<file path="src/rtl/op_sweep_ctrl.sv">
// Sweeps the four 2-bit logic ops over latched operands, compares each result with d,
// and reports pass mask/count and best op. Optional per-op result log: OP_SWEEP_RESULT_LOG_EN.
module op_sweep_ctrl #(
   parameter int NUM_OPS = 4
) (
   input  logic               clk,
   input  logic               rst,
   input  logic               start,
   input  logic               abort,
   input  logic [1:0]         a,
   input  logic [1:0]         b,
   input  logic [1:0]         c,
   input  logic [1:0]         d,
   output logic               busy,
   output logic               done,
   output logic [1:0]         op_cur,
   output logic [NUM_OPS-1:0] pass_mask,
   output logic [2:0]         pass_count,
   output logic [1:0]         best_op,
   output logic [7:0]         results
);

   // state | meaning
   // IDLE  | waiting for start; result outputs hold
   // RUN   | evaluating op idx, one op per cycle
   // DONE  | one-cycle done pulse, results final
   typedef enum logic [1:0] {IDLE, RUN, DONE} state_t;

   state_t     state, state_nxt;
   logic [1:0] a_q, b_q, c_q, d_q;
   logic [1:0] idx;
   logic [1:0] best_val;
   logic [1:0] r_cur;
   logic       pass_cur;

   always_ff @(posedge clk) begin
      if (rst) state <= IDLE;
      else     state <= state_nxt;
   end

   always_comb begin
      state_nxt = state;
      case (state)
         IDLE:    if (start) state_nxt = RUN;
         RUN: begin
            if (abort)            state_nxt = IDLE;
            else if (idx == 2'd3) state_nxt = DONE;
         end
         DONE:    state_nxt = IDLE;
         default: state_nxt = IDLE;
      endcase
   end

   always_comb begin
      r_cur = 2'b00;
      case (idx)
         2'd0: r_cur = ~(a_q & b_q & c_q);
         2'd1: r_cur = a_q & b_q & c_q;
         2'd2: r_cur = ~(a_q | b_q | c_q);
         2'd3: r_cur = a_q | b_q | c_q;
         default: r_cur = 2'b00;
      endcase
      pass_cur = (r_cur >= d_q);
   end

   assign busy   = (state == RUN);
   assign done   = (state == DONE);
   assign op_cur = busy ? idx : 2'd0;

   always_ff @(posedge clk) begin
      if (rst) begin
         a_q        <= '0;
         b_q        <= '0;
         c_q        <= '0;
         d_q        <= '0;
         idx        <= '0;
         pass_mask  <= '0;
         pass_count <= '0;
         best_op    <= '0;
         best_val   <= '0;
      end else begin
         case (state)
            IDLE: begin
               if (start) begin
                  a_q        <= a;
                  b_q        <= b;
                  c_q        <= c;
                  d_q        <= d;
                  idx        <= '0;
                  pass_mask  <= '0;
                  pass_count <= '0;
                  best_op    <= '0;
                  best_val   <= '0;
               end
            end
            RUN: begin
               if (abort) begin
                  idx        <= '0;
                  pass_mask  <= '0;
                  pass_count <= '0;
                  best_op    <= '0;
                  best_val   <= '0;
               end else begin
                  pass_mask[idx] <= pass_cur;
                  if (pass_cur) pass_count <= pass_count + 3'd1;
                  // op0 seeds the running best; later ops must beat it strictly
                  if (idx == 2'd0 || r_cur > best_val) begin
                     best_val <= r_cur;
                     best_op  <= idx;
                  end
                  idx <= idx + 2'd1;
               end
            end
            default: ;
         endcase
      end
   end

`ifdef OP_SWEEP_RESULT_LOG_EN
   logic [7:0] results_q;

   always_ff @(posedge clk) begin
      if (rst) begin
         results_q <= '0;
      end else begin
         case (state)
            IDLE: if (start) results_q <= '0;
            RUN: begin
               if (abort) results_q <= '0;
               else       results_q[{idx, 1'b0} +: 2] <= r_cur;
            end
            default: ;
         endcase
      end
   end

   assign results = results_q;
`else
   assign results = 8'h00;
`endif

endmodule

</file>
<file path="config.mk">
export PLATFORM = sky130hd
export DESIGN_NAME = op_sweep_ctrl
export DESIGN_NICKNAME = d
export VERILOG_FILES = /design/src/rtl/op_sweep_ctrl.sv
export SDC_FILE = /design/constraint.sdc
export NUM_CORES = 1
export LEC_CHECK = 0
export ABC_AREA = 1
export CAP_MARGIN = 10
export CORE_ASPECT_RATIO = 1.75
export CORE_MARGIN = 3
export CORE_UTILIZATION = 49
export CTS_CLUSTER_DIAMETER = 30
export DETAILED_ROUTE_END_ITERATION = 6
export PLACE_DENSITY_LB_ADDON = 0.05
export SETUP_SLACK_MARGIN = 0.5
export SLEW_MARGIN = 20
export SYNTH_ARGS = -nofsm -noshare
export SYNTH_HDL_FRONTEND = slang
export SYNTH_SLANG_ARGS = --single-unit
</file>
<file path="constraint.sdc">
create_clock -name clk -period 5.9 [get_ports clk]
set_clock_uncertainty 0.15 [all_clocks]
set_input_delay 1.475 -clock clk [delete_from_list [all_inputs] [get_ports clk]]
set_output_delay 1.475 -clock clk [all_outputs]
set_load 0.02 [all_outputs]
</file>
==> results of run 1 <==
[metrics by stage]
| stage | setup WS, ps | instance area (µm²) | hold WS, ps | utilization |
|---|---|---|---|---|
| floorplan | 3390 | 1290 | 285.0 | - |
| global placement | 2715 | 1493 | 307.1 | 0.6326 |
| detailed placement | 2609 | 1493 | 310.0 | 0.6326 |
| CTS | 2665 | 1538 | 326.0 | 0.6516 |
| global route | 2586 | 1538 | 353.5 | 0.6516 |
| finish | 2679 | 1538 | 321.9 | 0.6516 |
[worst reg2reg max path: cells and delay by family (launching register included)]
family,cells,cell delay [ps]
DFF,1,470
buffers and inverters,2,180
adders and majority gates,2,560
and+or+nand+nor,6,580
AOI/OAI and AO/OA,3,470
[final cells by class]
class                           count  area (µm²)
Timing Repair Buffer               24       240.2
Multi-Input combinational cell    128       666.9
Inverter                           25       93.84
Tap cell                           25       31.28
Sequential cell                    23       460.4
Clock buffer                        4       45.04
Fill cell                         225       822.0
[registers in the layout (all words and copies together), names as in the netlist]
register    count
a_q             2
b_q             2
best_op         2
best_val        2
c_q             2
d_q             2
idx             2
pass_count      3
pass_mask       4
state           2
[synth_stat cells]
master | count | area, µm²
nand2_1 | 33 | 123.9
nor4_1 | 1 | 6.260
nor3_1 | 4 | 20.02
nand3_1 | 11 | 55.05
o21ai_2 | 1 | 8.760
inv_1 | 25 | 93.84
nand2_2 | 1 | 6.260
nand4_1 | 2 | 12.51
buf_2 | 1 | 5.000
a21oi_2 | 1 | 8.760
nor2_1 | 24 | 90.09
a21oi_1 | 16 | 80.08
o21ai_1 | 1 | 5.000
buf_4 | 8 | 60.06
ha_1 | 10 | 125.1
o21bai_1 | 1 | 7.510
nand3_2 | 1 | 10.01
nor2_4 | 1 | 11.26
conb_1 | 1 | 3.750
o21ai_0 | 10 | 50.05
dfxtp_1 | 23 | 460.4
clkbuf_1 | 1 | 3.750
a211oi_1 | 1 | 7.510
o21a_2 | 1 | 8.760
[power groups by stage]
stage                     Combinational [mW]  Clock, mW  Sequential, mW
after detailed placement              0.0702          0           0.173
after CTS                             0.0706      0.101           0.170
final                                 0.0701     0.0990           0.170
after floorplan                       0.0512          0           0.172
after global placement                0.0680          0           0.173
after global routing                  0.0805      0.107           0.171
[cell usage in the layout, fill, tap and decap left out, drive strengths merged]
cell type	synthesis	routed
nand4	2	2
ha	10	10
conb	1	8
a21oi	17	17
nand2	34	34
nand3	12	12
o21a	1	1
inv	25	25
o21ai	12	12
a211oi	1	1
clkbuf	1	4
dfxtp	23	23
clkdlybuf4s50	0	24
nor4	1	1
nor3	4	4
nor2	25	25
o21bai	1	1
[kinds of logic (layout without fill, tap and decap cells)]
kind of cell,count (synthesis),in the layout,synth area share
other,1,8,0.002967
AND/OR/NAND/NOR,78,78,0.2654
AO/OA/AOI/OAI,32,32,0.1396
flip-flops,23,23,0.3644
buffers and inverters,35,53,0.1287
adder cells (fa/ha/maj),10,10,0.09901
[per-layer routing]
metal / wire, µm / track usage / vias to the layer above
met3: 99 / 0.02963 / 9
met4: 90 / 0.08725 / 0
met5: 0 / 0 / -
met2: 1432 / 0.3458 / 30
met1: 1161 / 0.2340 / 502
li1: - / - / 608
[final timing paths]
| kind | startpoint | endpoint |
|---|---|---|
| setup / recovery | idx[0] | op_cur[0] |
| hold / removal | d_q[1] | d_q[1] |
| setup reg to reg | idx[0] | best_op[1] |
| hold reg to reg | d_q[1] | d_q[1] |
==> flow_summary_export.csv, run 1 <==
group,metric,value,unit
critical_path,crit_chain,"inv_1 > nor2_1 > clkdlybuf4s50_1",
clock_network,numCtsBuffers,3,
critical_path,cp-start-kind,"register",
grt,overflow,0,
power,intPower,0.2370,mW
critical_path,reg2reg_slack,3420,ps
grt,grt_pass1_vias,1185,
power,power.switching,0.1017,mW
critical_path,slowest_stage,"clkdlybuf4s50_1",
sta,setup_viol,0,
grt,grt_max_degree,13,
detailed_routing,antenna_left,0,
clock_network,cts_max_level,1,
logic_synthesis,ys_types,24,
critical_path,critical_path.max_fanout,6,
logic_synthesis,syn-cell-area,1264,µm²
grt,antenna_found_initial,0,
power,power_per_cell_area,220.3,nW/µm²
clock_network,tritoncts,"done",
sta,fin_setup_tns,0,ps
power,p_clk_frac,0.292,
grt,track_usage,0.1993,
run_status,outcome,"finished, final reports clean",
clock_network,cts_setup_buffers,0,
clock_network,root_buffer,"clkbuf_8",
power,vdd_drop_max,0.0001288,V
power,leakage,0.6706,nW
cells_and_area,areaGrowthSynthToFinish,21.68,%
sta,relSlewSlack,0.6613,
placement,place.gp.congestion,0.8181,
detailed_routing,dr_total_vias,1149,
floorplanning,die_w,44.39,µm
power,switching_share,0.3003,
power,power,0.3387,mW
floorplanning,dieArea,3248,µm²
floorplanning,ios,33,
critical_path,critical-path-top-delay-family,"buffers and inverters",
clock_network,clk_latency,270,ps
logic_synthesis,ys_warn_count,0,
cells_and_area,n_antenna_cell,0,
sta,fmax,310.5,MHz
detailed_routing,drcViolationCount,0,
critical_path,reg2regPathDepth,13,
detailed_routing,drt_wl_total,2783,µm
cells_and_area,nNetsFinal,227,
floorplanning,initial_core_util,0.5355,
sta,fin_crit_sh,0.5460,
clock_network,clockBufferDepth,2,
placement,dp_cells,225,
clock_network,holdBufCountCts,0,
floorplanning,rows,23,
critical_path,cpPeakStageDelay,610,ps
logic_synthesis,synth_seq_cells,23,
sta,final_hold_viol_count,0,
critical_path,crit_arrival,1600,ps
sta,period_needed,3221,ps
placement,hpwl,2220,µm
critical_path,crit_required,4280,ps
detailed_routing,drt_iter0_drc,18,
logic_synthesis,avgSynthCellArea,7.060,µm²
detailed_routing,avgRoutedWirePerCell,12.15,µm
cells_and_area,drive_gt1_frac,0.04412,
floorplanning,fp.dieH,73.18,µm
clock_network,clk_pin_slew,80,ps
cells_and_area,fin_cells,229,
critical_path,end_kind,"output pin",
floorplanning,coreArea,2360,µm²
critical_path,timing_worst_setup_path_type,"register to output pin",
grt,grt_first_pass_wirelength,4968,µm
min_path,whs_path_depth,2,
clock_network,ctsResizeCount,0,
run,maxCapViolCount,0,
detailed_routing,vias_per_cell,5.017,
logic_synthesis,yosysSeqAreaShare,0.3644,
sta,worstMarginPinSlew,504.1,ps
min_path,hold_class,"register to register",
logic_synthesis,synthCells,179,
placement,place.port_buffers,24,
detailed_routing,firstDrtPassIters,4,
sta,rsz0062_at_grt,"no",
power,comb_power_share,0.207,
critical_path,worstSetupPathDepth,3,
critical_path,crit_buf_inv,2,
power,p_seq_frac,0.501,
sta,maxSlewViolCount,0,
clock_network,cts.sinks,23,
Note: power is estimated with default switching activity, not from simulation.
==> run 2: changes to the inputs <==
CORE_UTILIZATION = 48   (was 49)
clock period = 3.2 ns   (was 5.9 ns; I/O delays follow)
==> run 2 against run 1 <==
  * Critical path depth unchanged
  * Sequential cell count stayed put
  * Register-to-register slack got worse by 2600 ps
  * Setup slack got worse by 2000 ps
  * Via count rose by 1.0%
  * Critical path type unchanged
  * Largest cell class unchanged
  * Highest routed layer unchanged
==> flow_summary_export.csv, run 2 (synthesis gave the netlist of run 1 again) <==
group,metric,value,unit
floorplanning,dieArea,3308,µm²
cells_and_area,reg_top3,"pass_mask (4), pass_count (3)",
clock_network,clk_pin_slew,80,ps
detailed_routing,drcViolationCount,0,
critical_path,timing_worst_setup_path_type,"register to output pin",
grt,track_usage,0.1825,
detailed_routing,vias_per_cell,5.048,
detailed_routing,avgRoutedWirePerCell,12.38,µm
grt,overflow,0,
critical_path,slowest_stage,"clkdlybuf4s50_1",
critical_path,reg2reg_slack,790,ps
min_path,whs_path_depth,2,
sta,fmax,394.7,MHz
run_status,outcome,"finished, final reports clean",
cells_and_area,regMostFlops,"pass_mask",
detailed_routing,drt-met1-wl,1147,µm
sta,worstMarginPinSlew,567.5,ps
floorplanning,coreArea,2492,µm²
critical_path,crit_buf_inv,1,
grt,grt_pass1_vias,1062,
cells_and_area,n_antenna_cell,0,
cells_and_area,drive_gt1_frac,0.05392,
cells_and_area,design_area,1541,µm²
detailed_routing,wl_met3,137,µm
placement,place.gp.congestion,0.8688,
sta,period_needed,2534,ps
cells_and_area,layout_common_cells,"nand2_1 (33), inv_1 (25), nor2_1 (24), clkdlybuf4s50_1 (24), dfxtp_1 (22)",
detailed_routing,firstDrtPassIters,4,
min_path,min_to,"pass_mask[0]",
critical_path,reg2regPathDepth,13,
min_path,worstHoldStart,"pass_mask[0]",
critical_path,crit_required,2250,ps
cells_and_area,nNetsFinal,227,
detailed_routing,antenna_left,0,
sta,maxSlewViolCount,0,
clock_network,numCtsBuffers,3,
sta,relSlewSlack,0.6188,
clock_network,root_buffer,"clkbuf_8",
clock_network,clk_latency,260,ps
run,maxCapViolCount,0,
min_path,hold_class,"register to register",
critical_path,end_kind,"output pin",
clock_network,clockBufferDepth,2,
sta,fin_setup_tns,0,ps
critical_path,critical-path-top-delay-family,"buffers and inverters",
detailed_routing,top_layer_used,"met4",
placement,pre_cts_slack,535.5,ps
clock_network,cts_max_level,1,
critical_path,timing.rr.end,"best_op[1]",
power,power_per_cell_area,403.5,nW/µm²
power,leakage,0.6738,nW
floorplanning,initial_core_util,0.5070,
detailed_routing,wl_met2,1470,µm
cells_and_area,areaGrowthSynthToFinish,21.98,%
sta,final_hold_viol_count,0,
power,vdd_drop_max,0.0002417,V
cells_and_area,largest_register_ff_count,4,
floorplanning,die_w,44.79,µm
placement,place_area,1494,µm²
floorplanning,ios,33,
grt,grt_max_degree,14,
sta,rsz0062_at_grt,"no",
detailed_routing,drt_wl_total,2848,µm
floorplanning,fp.dieH,73.88,µm
sta,fin_crit_sh,0.7917,
critical_path,crit_chain,"nand2_1 > nor2_1 > clkdlybuf4s50_1",
cells_and_area,final_common_cell,"nand2_1",
sta,fin_ws,666.5,ps
clock_network,holdBufCountCts,0,
detailed_routing,drt_iter0_drc,27,
detailed_routing,dr_total_vias,1161,
critical_path,crit_arrival,1580,ps
clock_network,tritoncts,"done",
critical_path,cpPeakStageDelay,610,ps
critical_path,critical_path.max_fanout,5,
placement,place.port_buffers,24,
sta,setup_viol,0,
placement,hpwl,2223,µm
floorplanning,rows,24,
grt,grt_first_pass_wirelength,4526,µm
grt,antenna_found_initial,0,
clock_network,cts.sinks,23,
critical_path,cp-start-kind,"register",
critical_path,r2r-start,"idx[1]",
-- run 2: cell count changes in the layout (fill, tap and decap cells not counted), sizes merged --
cell and change:
clkinv +1, clkbuf -1
-- run 2: cell type report --
| cell class | instances | area, µm² |
|---|---|---|
| Clock inverter | 1 | 5.005 |
| Timing Repair Buffer | 24 | 240.2 |
| Tap cell | 26 | 32.53 |
| Sequential cell | 23 | 461.7 |
| Clock buffer | 3 | 41.29 |
| Inverter | 25 | 93.84 |
| Multi-Input combinational cell | 128 | 666.9 |
| Fill cell | 248 | 950.9 |
-- run 2: how the worst max path moves through the flow --
stage / start / end / slack, ps / cells past startpoint
6_report: state[0] / op_cur[0] / 670 / 3
5_1_grt: state[0] / op_cur[1] / 560 / 3
4_1_cts: idx[0] / op_cur[0] / 660 / 3
3_5_place_dp: start / c_q[0] / 540 / 6
3_3_place_gp: start / c_q[0] / 690 / 6
2_1_floorplan: idx[0] / best_op[0] / 1100 / 13
-- run 2: where the power goes --
| group | internal, mW | leakage (nW) | total (mW) | switching, mW |
|---|---|---|---|---|
| clock network | 0.0869 | 0.0255 | 0.180 | 0.0929 |
| registers | 0.300 | 0.188 | 0.313 | 0.0127 |
| logic | 0.0479 | 0.460 | 0.129 | 0.0814 |
-- run 2: what timing repair did --
item	in CTS	in global routing
endpoints found under the setup margin	0	1
setup buffers	0	0
resized for setup	0	1
-- run 2: metal layers --
layer,up-vias,GRT usage
li1,611,-
met2,30,0.3120
met4,0,0.09446
met5,-,0
met1,511,0.2057
met3,9,0.03676
-- run 2: tightest hold or removal path, cell delays in order, from the launching register on --
cell and delay, ps:
dfxtp_1 320, nand2_1 60, a21oi_1 60
-- run 2: metrics by stage --
step / total power, mW / cells / hold slack, ps / util
after floorplan: 0.4122 / 186 / 285.0 / -
after global placement: 0.4440 / 226 / 308.3 / 0.5994
after detailed placement: 0.4476 / 226 / 307.0 / 0.5994
after CTS: 0.6270 / 230 / 326.6 / 0.6180
after global routing: 0.6569 / 230 / 346.9 / 0.6185
final: 0.6220 / 230 / 322.3 / 0.6185
==> run 3: changes to the inputs <==
CORE_UTILIZATION = 43   (was 48)
clock period = 2.1 ns   (was 3.2 ns; I/O delays follow)
==> run 3 against run 2 <==
  * The run now ends with negative setup slack left
  * Worst hold slack got worse by 4.1 ps
  * Clock power up 54%
  * Die area up 10%
  * Sequential power is 52% higher
  * Largest cell class unchanged
  * Clock-buffer cell count grew 1
==> flow_summary_export.csv, run 3 (synthesis gave the netlist of run 1 again) <==
group,metric,value,unit
run_status,outcome,"complete, but fails checks",
run_status,violations,"negative setup slack",
cells_and_area,nNetsFinal,250,
min_path,whs_path_depth,2,
detailed_routing,vias_per_cell,5.114,
power,power_per_cell_area,570.7,nW/µm²
floorplanning,fp.dieH,77.72,µm
critical_path,critical_path.max_fanout,6,
clock_network,clk_pin_slew,80,ps
critical_path,reg2reg_slack,-60,ps
sta,maxSlewViolCount,0,
sta,period_needed,2161,ps
detailed_routing,dr_total_vias,1299,
critical_path,end_kind,"register",
sta,hold-worst-slack,318.2,ps
critical_path,critical-path-top-delay-family,"simple AND/OR/NAND/NOR gates",
sta,fin_ws,-60.59,ps
cells_and_area,layout_common_cells,"nand2_1 (29), buf_4 (21), nor2_1 (20), dfxtp_1 (19), inv_1 (17)",
critical_path,timing_worst_setup_path_type,"register to register",
floorplanning,ios,33,
cells_and_area,largest_register_ff_count,4,
placement,place.port_buffers,24,
cells_and_area,fin_cells,254,
detailed_routing,drcViolationCount,0,
cells_and_area,reg_top3,"pass_mask (4), pass_count (3)",
clock_network,clk_latency,260,ps
cells_and_area,n_antenna_cell,0,
floorplanning,rows,25,
clock_network,clockBufferDepth,2,
clock_network,numCtsBuffers,3,
placement,place.gp.congestion,0.8684,
sta,fin_setup_tns,-113.6,ps
grt,antenna_found_initial,0,
min_path,min_to,"pass_mask[0]",
grt,grt_first_pass_wirelength,5830,µm
critical_path,crit_required,2150,ps
grt,grt_max_degree,13,
placement,place_area,1658,µm²
placement,dp_cells,242,
min_path,hold_class,"register to register",
grt,grt_pass1_vias,1327,
cells_and_area,nFillCells,262,
clock_network,tritoncts,"done",
critical_path,timing.rr.end,"best_op[0]",
critical_path,crit_top_cell,"nand3_2",
sta,fin_crit_sh,1.029,
power,leakage,0.8207,nW
clock_network,root_buffer,"clkbuf_8",
min_path,worstHoldStart,"pass_mask[0]",
sta,final_hold_viol_count,0,
floorplanning,dieArea,3651,µm²
clock_network,cts_max_level,1,
detailed_routing,drt_iter0_drc,18,
sta,rsz0062_at_grt,"yes",
floorplanning,die_w,46.98,µm
cells_and_area,final_common_cell,"nand2_1",
sta,fmax,462.8,MHz
clock_network,holdBufCountCts,0,
power,vdd_drop_max,0.0003666,V
clock_network,cts.sinks,23,
cells_and_area,areaGrowthSynthToFinish,45.15,%
placement,hpwl,2653,µm
critical_path,r2r-start,"idx[0]",
detailed_routing,drt_wl_total,3654,µm
sta,setup_viol,3,
floorplanning,coreArea,2753,µm²
critical_path,crit_buf_inv,2,
floorplanning,initial_core_util,0.4591,
grt,track_usage,0.2184,
critical_path,slowest_stage,"dfxtp_4",
critical_path,reg2regPathDepth,13,
critical_path,cp-start-kind,"register",
detailed_routing,antenna_left,0,
cells_and_area,design_area,1834,µm²
critical_path,crit_chain,"inv_4 > ha_4 > nand3_2 > nand3_2 > nand2_1 > nand2_2 > ha_4 > inv_2 > o21bai_1 > nand3_2 > a21oi_2 > nand2_1 > a21oi_2",
critical_path,crit_arrival,2210,ps
detailed_routing,firstDrtPassIters,4,
run,maxCapViolCount,0,
cells_and_area,regMostFlops,"pass_mask",
grt,overflow,0,
critical_path,cpPeakStageDelay,410,ps
detailed_routing,avgRoutedWirePerCell,14.39,µm
cells_and_area,drive_gt1_frac,0.3348,
-- run 3: final cells by class --
type / instances / area (µm²) / share of cell area
multi-input cells: 128 / 789.5 / 0.4304
flip-flops and latches: 23 / 473.0 / 0.2578
repair buffers: 47 / 391.6 / 0.2135
inverters: 25 / 101.3 / 0.05525
clock buffers: 4 / 45.04 / 0.02456
well taps: 27 / 33.78 / 0.01842
-- run 3: how the worst max path moves through the flow --
| stage | slack, ps | cells after the start | from | end |
|---|---|---|---|---|
| floorplan | 110 | 13 | idx[1] | best_op[0] |
| global placement | -60 | 13 | idx[0] | best_op[0] |
| detailed placement | -100 | 13 | idx[0] | best_op[0] |
| CTS | -40 | 13 | idx[0] | best_op[0] |
| global route | -140 | 12 | idx[0] | best_op[0] |
| finish | -60 | 13 | idx[0] | best_op[0] |
-- run 3: power breakdown --
| part | switching [mW] | leakage (nW) | total [mW] | internal, mW |
|---|---|---|---|---|
| clock network | 0.142 | 0.0228 | 0.277 | 0.135 |
| registers | 0.0199 | 0.191 | 0.475 | 0.455 |
| logic | 0.164 | 0.607 | 0.295 | 0.131 |
| total | 0.325 | 0.821 | 1.05 | 0.721 |
-- run 3: worst reg2reg max path: stages (launching register included) --
cell and delay [ps]:
dfxtp_4 410, inv_4 50, ha_4 160, nand3_2 70, nand3_2 70, nand2_1 70, nand2_2 80, ha_4 280
inv_2 30, o21bai_1 160, nand3_2 130, a21oi_2 210, nand2_1 110, a21oi_2 130
-- run 3: metal layers --
layer | wire length (µm) | global-route usage | part of all wire
met5 | 0 | 0 | 0
met4 | 137 | 0.1080 | 0.037
met2 | 2002 | 0.3856 | 0.55
met1 | 1372 | 0.2230 | 0.38
met3 | 142 | 0.04640 | 0.039
-- run 3: through the flow --
stage | setup slack, ps | utilization | power [mW]
floorplan | 105.4 | - | 0.6357
global placement | -59.69 | 0.6023 | 0.7270
detailed placement | -98.72 | 0.6023 | 0.7315
CTS | -39.16 | 0.6550 | 1.037
global route | -142.8 | 0.6664 | 1.107
finish | -60.59 | 0.6664 | 1.047
-- run 3: what timing repair did --
item | in CTS | in global routing
resized for setup | 72 | 15
setup endpoints to repair | 34 | 26
pin swaps | 15 | 4
setup buffers | 5 | 3
